`config.mk`:
```
export PLATFORM = sky130hd
export DESIGN_NAME = noc_router_xy_buffered
export DESIGN_NICKNAME = d
export VERILOG_FILES = /design/src/rtl/noc_router_xy_buffered.sv
export SDC_FILE = /design/constraint.sdc
export NUM_CORES = 1
export LEC_CHECK = 0
export ABC_AREA = 1
export CAP_MARGIN = 25
export CORE_MARGIN = 2
export CORE_UTILIZATION = 40
export CTS_CLUSTER_DIAMETER = 60
export DETAILED_ROUTE_END_ITERATION = 12
export GPL_ROUTABILITY_DRIVEN = 0
export SETUP_SLACK_MARGIN = 0.3
export SLEW_MARGIN = 20
export SYNTH_ARGS = -nofsm -noshare
export SYNTH_HDL_FRONTEND = slang
export SYNTH_SLANG_ARGS = --single-unit
export TNS_END_PERCENT = 10
```
`constraint.sdc`:
```
create_clock -name clk -period 11 [get_ports clk]
set_clock_uncertainty 0.15 [all_clocks]
set_input_delay 1.1 -clock clk [delete_from_list [all_inputs] [get_ports clk]]
set_output_delay 1.1 -clock clk [all_outputs]
set_load 0.01 [all_outputs]
```
`src/rtl/noc_router_xy_buffered.sv`:
```
// 5-port XY mesh router: per-input FIFOs, round-robin per-output arbitration, registered outputs.
// Optional per-output delivered-flit counters when ROUTER_STATS_EN is defined.
module noc_router_xy_buffered #(
    parameter int WIDTH  = 33,
    parameter int AXW    = 2,
    parameter int AYW    = 2,
    parameter int ADDR_X = 0,
    parameter int ADDR_Y = 0,
    parameter int DEPTH  = 4,
    parameter int CNT_W  = 16
) (
    input  logic               clk,
    input  logic               rst_n,
    input  logic [5*WIDTH-1:0] in_data,
    input  logic [4:0]         in_valid,
    output logic [4:0]         in_ready,
    output logic [5*WIDTH-1:0] out_data,
    output logic [4:0]         out_valid,
    input  logic [4:0]         out_ready
`ifdef ROUTER_STATS_EN
    ,
    output logic [5*CNT_W-1:0] fwd_count
`endif
);
    localparam int            PW       = $clog2(DEPTH);
    localparam logic [PW:0]   FULL_CNT = (PW+1)'(DEPTH);
    localparam logic [AXW-1:0] MY_X    = AXW'(ADDR_X);
    localparam logic [AYW-1:0] MY_Y    = AYW'(ADDR_Y);

    logic [5*WIDTH-1:0] head_flat;
    logic [14:0]        route_flat;
    logic [4:0]         push;
    logic [4:0]         pop;
    logic [4:0]         empty;
    logic [4:0]         gnt_valid;
    logic [14:0]        gnt_idx_flat;
    logic [4:0]         can_load;

    generate
        for (genvar gi = 0; gi < 5; gi++) begin : g_in
            logic [WIDTH-1:0] mem_q [DEPTH];
            logic [PW-1:0]    wr_ptr_q;
            logic [PW-1:0]    rd_ptr_q;
            logic [PW:0]      count_q;
            logic [PW:0]      count_d;
            logic [WIDTH-1:0] head;
            logic [AXW-1:0]   dx;
            logic [AYW-1:0]   dy;
            logic [2:0]       route;

            assign push[gi]     = in_valid[gi] & in_ready[gi];
            assign in_ready[gi] = (count_q != FULL_CNT);
            assign empty[gi]    = (count_q == '0);
            assign head         = mem_q[rd_ptr_q];
            assign dx           = head[WIDTH-1 -: AXW];
            assign dy           = head[WIDTH-1-AXW -: AYW];
            assign head_flat[gi*WIDTH +: WIDTH] = head;
            assign route_flat[gi*3 +: 3]        = route;

            // X dimension resolved first, then Y; port codes 0=up 1=down 2=left 3=right 4=pe
            always_comb begin
                if (dx > MY_X)      route = 3'd3;
                else if (dx < MY_X) route = 3'd2;
                else if (dy > MY_Y) route = 3'd0;
                else if (dy < MY_Y) route = 3'd1;
                else                route = 3'd4;
            end

            always_comb begin
                count_d = count_q;
                if (push[gi] && !pop[gi])      count_d = count_q + 1'b1;
                else if (!push[gi] && pop[gi]) count_d = count_q - 1'b1;
            end

            always_ff @(posedge clk) begin
                if (push[gi]) mem_q[wr_ptr_q] <= in_data[gi*WIDTH +: WIDTH];
            end

            always_ff @(posedge clk or negedge rst_n) begin
                if (!rst_n) begin
                    wr_ptr_q <= '0;
                    rd_ptr_q <= '0;
                    count_q  <= '0;
                end else begin
                    count_q <= count_d;
                    if (push[gi]) wr_ptr_q <= wr_ptr_q + PW'(1);
                    if (pop[gi])  rd_ptr_q <= rd_ptr_q + PW'(1);
                end
            end
        end
    endgenerate

    always_comb begin
        pop = '0;
        for (int o = 0; o < 5; o++) begin
            if (gnt_valid[o]) pop[gnt_idx_flat[o*3 +: 3]] = 1'b1;
        end
    end

    generate
        for (genvar gi = 0; gi < 5; gi++) begin : g_out
            logic [2:0]       rr_q;
            logic [2:0]       rr_d;
            logic [4:0]       req;
            logic             gnt;
            logic [2:0]       gnt_idx;
            logic [3:0]       cand;
            logic             out_valid_q;
            logic [WIDTH-1:0] out_data_q;

            // A stalled output register blocks its own grants, which keeps out_data stable
            assign can_load[gi] = !out_valid_q || out_ready[gi];

            always_comb begin
                for (int i = 0; i < 5; i++) begin
                    req[i] = !empty[i] && (route_flat[i*3 +: 3] == 3'(gi));
                end
            end

            always_comb begin
                gnt     = 1'b0;
                gnt_idx = 3'd0;
                cand    = 4'd0;
                for (int k = 0; k < 5; k++) begin
                    cand = 4'(rr_q) + 4'(k);
                    if (cand >= 4'd5) cand = cand - 4'd5;
                    if (!gnt && req[cand[2:0]]) begin
                        gnt     = 1'b1;
                        gnt_idx = cand[2:0];
                    end
                end
                gnt = gnt & can_load[gi];
            end

            assign rr_d = (gnt_idx == 3'd4) ? 3'd0 : gnt_idx + 3'd1;
            assign gnt_valid[gi]             = gnt;
            assign gnt_idx_flat[gi*3 +: 3]   = gnt_idx;
            assign out_valid[gi]             = out_valid_q;
            assign out_data[gi*WIDTH +: WIDTH] = out_data_q;

            always_ff @(posedge clk or negedge rst_n) begin
                if (!rst_n) begin
                    rr_q        <= 3'd0;
                    out_valid_q <= 1'b0;
                    out_data_q  <= '0;
                end else if (can_load[gi]) begin
                    out_valid_q <= gnt;
                    if (gnt) begin
                        out_data_q <= head_flat[gnt_idx*WIDTH +: WIDTH];
                        rr_q       <= rr_d;
                    end
                end
            end

`ifdef ROUTER_STATS_EN
            logic [CNT_W-1:0] cnt_q;

            always_ff @(posedge clk or negedge rst_n) begin
                if (!rst_n) begin
                    cnt_q <= '0;
                end else if (out_valid_q && out_ready[gi] && (cnt_q != '1)) begin
                    cnt_q <= cnt_q + 1'b1;
                end
            end

            assign fwd_count[gi*CNT_W +: CNT_W] = cnt_q;
`endif
        end
    endgenerate

endmodule
```
==> results of run 1 <==
[sequential cells by signal, summed over array words and instances, names as in the netlist]
register	cells
g_in.mem_q	660
g_out.out_data_q	99
g_in.count_q	15
g_in.rd_ptr_q	10
g_in.wr_ptr_q	10
g_out.rr_q	9
g_out.out_valid_q	3
[metal layers]
metal,vias up,wire length (um)
met5,-,31
met4,4,6570
met3,242,9870
met2,1355,58000
met1,14386,49400
li1,14131,-
[critical path, stage by stage, from the launching register on]
cell	delay, ns
dfrtp_1	0.64
inv_1	0.24
ha_1	0.29
ha_1	0.42
o21ai_1	0.11
nand2_1	0.11
xor2_1	0.53
o211ai_1	0.20
nand2_1	0.09
nand2_1	0.06
nand2_1	0.22
nand4_4	0.70
nand2_4	0.98
nor2_2	0.06
nand2_1	0.26
nand3_1	0.17
inv_1	0.08
ha_1	0.13
inv_1	0.06
fa_1	0.37
a21oi_1	0.14
o21ai_0	0.11
xor2_1	0.15
[area by class of cell]
type / instances / area (sq um)
antenna: 1 / 2.50
clock buffer: 124 / 2580
clock inverter: 50 / 547
fill: 8893 / 50800
inverter: 261 / 980
multi-input combinational: 2762 / 13200
sequential: 806 / 23500
tap: 1276 / 1600
timing repair buffer: 342 / 3370
[cells in the mapped netlist (all sizes together)]
master	number	share of area (%)
and2	1	0.016
nor3	1	0.013
a31oi	1	0.016
edfxtp	660	51
o22ai	147	2.4
or2	1	0.016
ha	55	1.8
conb	1	0.0096
clkbuf	106	1.0
nor2	489	5.0
nand4	27	0.53
o211ai	9	0.17
xnor2	8	0.18
clkinv	10	0.096
a21oi	23	0.32
o21ai	341	4.4
dfrtp	146	9.4
mux2	1	0.029
nand2	964	9.5
xor2	25	0.56
nand3b	9	0.17
fa	8	0.41
inv	251	2.4
buf	184	3.1
nand3	582	7.5
o31ai	2	0.039
[through the flow]
stage,std cells,setup slack [ns]
2_1_floorplan,4119,6.67
3_3_place_gp,5438,4.57
3_5_place_dp,5446,4.68
4_1_cts,5620,4.66
5_1_grt,5622,4.12
6_report,5622,4.51
[worst paths after layout]
kind	start	endpoint	slack, ns
worst max-delay path	g_out[3].rr_q[0]	g_in[2].count_q[2]	4.51
worst min-delay path	rst_n	g_out[4].out_data_q[3]	0.25
worst max register to register	g_out[3].rr_q[0]	g_in[2].count_q[2]	4.51
worst min register to register	g_out[3].out_data_q[21]	g_out[3].out_data_q[21]	0.33
max in group asynchronous	rst_n	g_in[2].rd_ptr_q[0]	9.20
min in group clk	g_out[3].out_data_q[21]	g_out[3].out_data_q[21]	0.33
[logic make-up (layout without fill, tap and decap cells)]
| group | Yosys count | after routing | share of synthesized area, % |
|---|---|---|---|
| adder cells (fa/ha/maj) | 63 | 63 | 2.18 |
| flip-flops | 806 | 806 | 60.3 |
| buffers and inverters | 551 | 777 | 6.65 |
| other | 1 | 69 | 0.00963 |
| AO/OA/AOI/OAI | 523 | 523 | 7.33 |
| XOR/XNOR | 33 | 33 | 0.742 |
| AND/OR/NAND/NOR | 2074 | 2074 | 22.8 |
| multiplexers | 1 | 1 | 0.0289 |
==> flow_metrics.tcl, run 1 <==
set metrics [dict create \
    outcome "completed" \
    syn_to_final_growth_pct 17.5 \
    final-setup-viol-count 0 \
    detail-route-antenna-nets 0 \
    core.rowCount 114 \
    drc 0 \
    fmax_mhz 154 \
    final_util_pct 47.4 \
    syn_avg_cell_area_sq_um 9.61 \
    die_height_um 316 \
    syn_area_sq_um 38900 \
    initial_core_util_pct 40.3 \
    clkLatencyLatePin_ns 0.67 \
    cts_made_buffers 92 \
    layout_commonest_cell "nand2_1" \
    path_class "flip-flop to flip-flop" \
    dr_total_vias 30118 \
    overflow 0 \
    post-route-period-util_pct 59.0 \
    layout_common_cells "937 x nand2_1, 660 x edfxtp_1, 578 x nand3_1" \
    grt_max_degree 71 \
    htreeDepth 3 \
    ys_ff_latch 806 \
    critical_path_arrival_ns 6.87 \
    postPlaceCellArea_sq_um 42600 \
    syn-instance-count 4052 \
    die_area_sq_um 99800 \
    wl_per_cell_um 22.0 \
    met2_usage_pct 39.2 \
    grt_pass1_wl_um 180000 \
    routed_via_density 5.36 \
    rsz0062_at_grt "false" \
    place_hpwl_um 83800 \
    drv_slew 0 \
    cts_tree "yes" \
    max-slew-margin-rel_pct 29.6 \
    drv_cap 0 \
    drt_iter0_drc 3521 \
    synth.distinct_cells 41 \
    die_width_um 316 \
    crit_path_start_kind "flip-flop" \
    met1_usage_pct 31.7 \
    cts-root-buf "clkbuf_16" \
    hold_viol_final 0 \
    synth_warnings 0 \
    worstRegToRegCells 22 \
    fin_setup_tns_ns 0 \
    grtUsageMet3_pct 4.52 \
    yosysSeqAreaShare_pct 60.3 \
    grt_pass1_vias 27676 \
    cts.sinks 806 \
    drive_gt1_share_pct 7.34 \
    ctsResizeCount 0 \
    worst-path-max-fanout 70 \
    hold_buffers 0 \
    antenna_found_initial 3 \
    design_area_sq_um 45800 \
    whs_ns 0.247 \
    required_ns 11.39 \
    core_region_area_sq_um 96600 \
    layout.nets 4505 \
    cts_setup_buffers 0 \
    post-route-min-period_ns 6.49 \
    wl_um 124000 \
    pin_count 352 \
    port-buffer-count 281 \
    worstSetupEndpointType "flip-flop" \
    clk_pin_slew_worst_paths_ns 0.06 \
    grtUsageTotal_pct 24.4 \
    dr.pass1.iters 9 \
    cts_buffer_depth 3 \
    hp-class "input pin to async pin" \
    tightestPinTransition_ns 1.06 \
    busiest_layer "met2" \
]
Power of run 1 is left out: the tool's default activity adds up to more than one toggle a clock period on the data nets, which glitch-free logic cannot reach.
==> inputs of run 2 (changes only) <==
==> constraint.sdc (replaced) <==
create_clock -name clk -period 5.6 [get_ports clk]
set_clock_uncertainty 0.15 [all_clocks]
set_input_delay 0.56 -clock clk [delete_from_list [all_inputs] [get_ports clk]]
set_output_delay 0.56 -clock clk [all_outputs]
set_load 0.01 [all_outputs]
==> run 2 against run 1 <==
Compared with the run above: sequential cell count unchanged; routed wire length up 0.42%; fmax up 33%; critical endpoint is now g_in[3].count_q[2]; first-iteration DRC count up 0.99%; die area unchanged; critical path depth up 3.
==> flow_metrics.tcl, run 2 (synthesis results as in run 1) <==
set metrics [dict create \
    post-route-period-util_pct 86.9 \
    grt_max_degree 70 \
    hp-class "input pin to async pin" \
    cts_made_buffers 90 \
    layout_commonest_cell "nand2_1" \
    critical_path_arrival_ns 5.27 \
    antenna_found_initial 8 \
    place_hpwl_um 84900 \
    post-route-min-period_ns 4.86 \
    grt_pass1_wl_um 180000 \
    dr_total_vias 30249 \
    final-setup-viol-count 0 \
    die_area_sq_um 99800 \
    clk_pin_slew_worst_paths_ns 0.06 \
    worst-path-max-fanout 28 \
    required_ns 6.00 \
    drv_cap 0 \
    tightestPinTransition_ns 1.04 \
    crit_path_start_kind "flip-flop" \
    initial_core_util_pct 40.3 \
    fill_cells 9005 \
    fmax_mhz 206 \
    worstSetupEndpointType "flip-flop" \
    crit_start "g_in[1].rd_ptr_q[0]" \
    layout.nets 4514 \
    cts.sinks 806 \
    slowest_delay_ns 0.59 \
    drv_slew 0 \
    overflow 0 \
    path_class "flip-flop to flip-flop" \
    routed_via_density 5.37 \
    cts_buffer_depth 3 \
    drive_gt1_share_pct 7.59 \
    reg.largest.list "g_in.mem_q (660), g_out.out_data_q (99), g_in.count_q (15)" \
    cpMaxStageDelayCell "dfrtp_4" \
    cpMostUsedCell "nand2_1" \
    regMostFlops "g_in.mem_q" \
    hold_viol_final 0 \
    fin_setup_tns_ns 0 \
    rsz0062_at_grt "false" \
    layout_common_cells "938 x nand2_1, 660 x edfxtp_1, 577 x nand3_1" \
    die_height_um 316 \
    syn_to_final_growth_pct 17.3 \
    detail-route-antenna-nets 0 \
    drc 0 \
    final_util_pct 47.3 \
    grt_pass1_vias 27488 \
    drt_iter0_drc 3556 \
    pin_count 352 \
    core.rowCount 114 \
    core_region_area_sq_um 96600 \
    largest_reg_flops 660 \
    rr_startpoint "g_in[1].rd_ptr_q[0]" \
    clkLatencyLatePin_ns 0.68 \
    grtUsageTotal_pct 24.5 \
    htreeDepth 3 \
    die_width_um 316 \
    cts_setup_buffers 0 \
    outcome "completed" \
    cts-root-buf "clkbuf_16" \
    max-slew-margin-rel_pct 30.6 \
    r2r_slack_ns 0.74 \
    wl_um 124000 \
    cts_tree "yes" \
    port-buffer-count 281 \
    dr.pass1.iters 6 \
    wl_per_cell_um 22.1 \
]
## run 2: stage by stage
stage          cells  hold slack, ns  cell area [sq um]  worst slack [ns]
2_1_floorplan   4119           0.114              39200              1.27
3_3_place_gp    5452           0.319              42600             0.515
3_5_place_dp    5456           0.322              42600             0.326
4_1_cts         5624           0.244              45600             0.318
5_1_grt         5629           0.262              45700             0.341
6_report        5629           0.229              45700             0.736
## run 2: worst max-delay path: cells and delay by family, from the launching register on
| family | cells | cell delay (ns) |
|---|---|---|
| flops | 1 | 0.59 |
| simple gates | 15 | 2.30 |
| buf+inv | 5 | 0.75 |
| fa+ha+maj | 2 | 0.51 |
| xor+xnor | 1 | 0.16 |
| compound gates | 2 | 0.26 |
## run 2: repair_timing
item | 4_1_cts | 5_1_grt
hold endpoints to repair | 39 | 0
resized for setup | 0 | 14
hold buffers | 1 | 0
setup endpoints to repair | 0 | 41
## run 2: area by class of cell
cell class	count	area, sq um	share of cell area (%)
Timing Repair Buffer	353	3420	7.48
Multi-Input combinational cell	2762	13200	29.0
Inverter	261	982	2.15
Clock inverter	60	543	1.19
Sequential cell	806	23500	51.4
Antenna cell	4	10.0	0.0219
Tap cell	1276	1600	3.50
Clock buffer	107	2400	5.25
## run 2: path summary, 6_finish.rpt
path                                                end  cells after the start
worst max-delay path                 g_in[3].count_q[2]                     25
worst min-delay path            g_out[0].out_data_q[30]                      2
worst max register to register       g_in[3].count_q[2]                     25
worst min register to register  g_out[4].out_data_q[28]                      2
max in group asynchronous           g_in[1].rd_ptr_q[0]                      3
min in group clk                g_out[4].out_data_q[28]                      2
## run 2: layer usage
metal	wire length [um]	global-route usage, %	part of all wire (%)	vias up
met1	48400	31.5	39	14394
met4	6570	12.0	5.3	6
met5	32	0	0.026	-
met3	10800	5.21	8.7	278
li1	-	-	-	14162
met2	58600	39.3	47	1409
Power of run 2 is left out for the same reason.
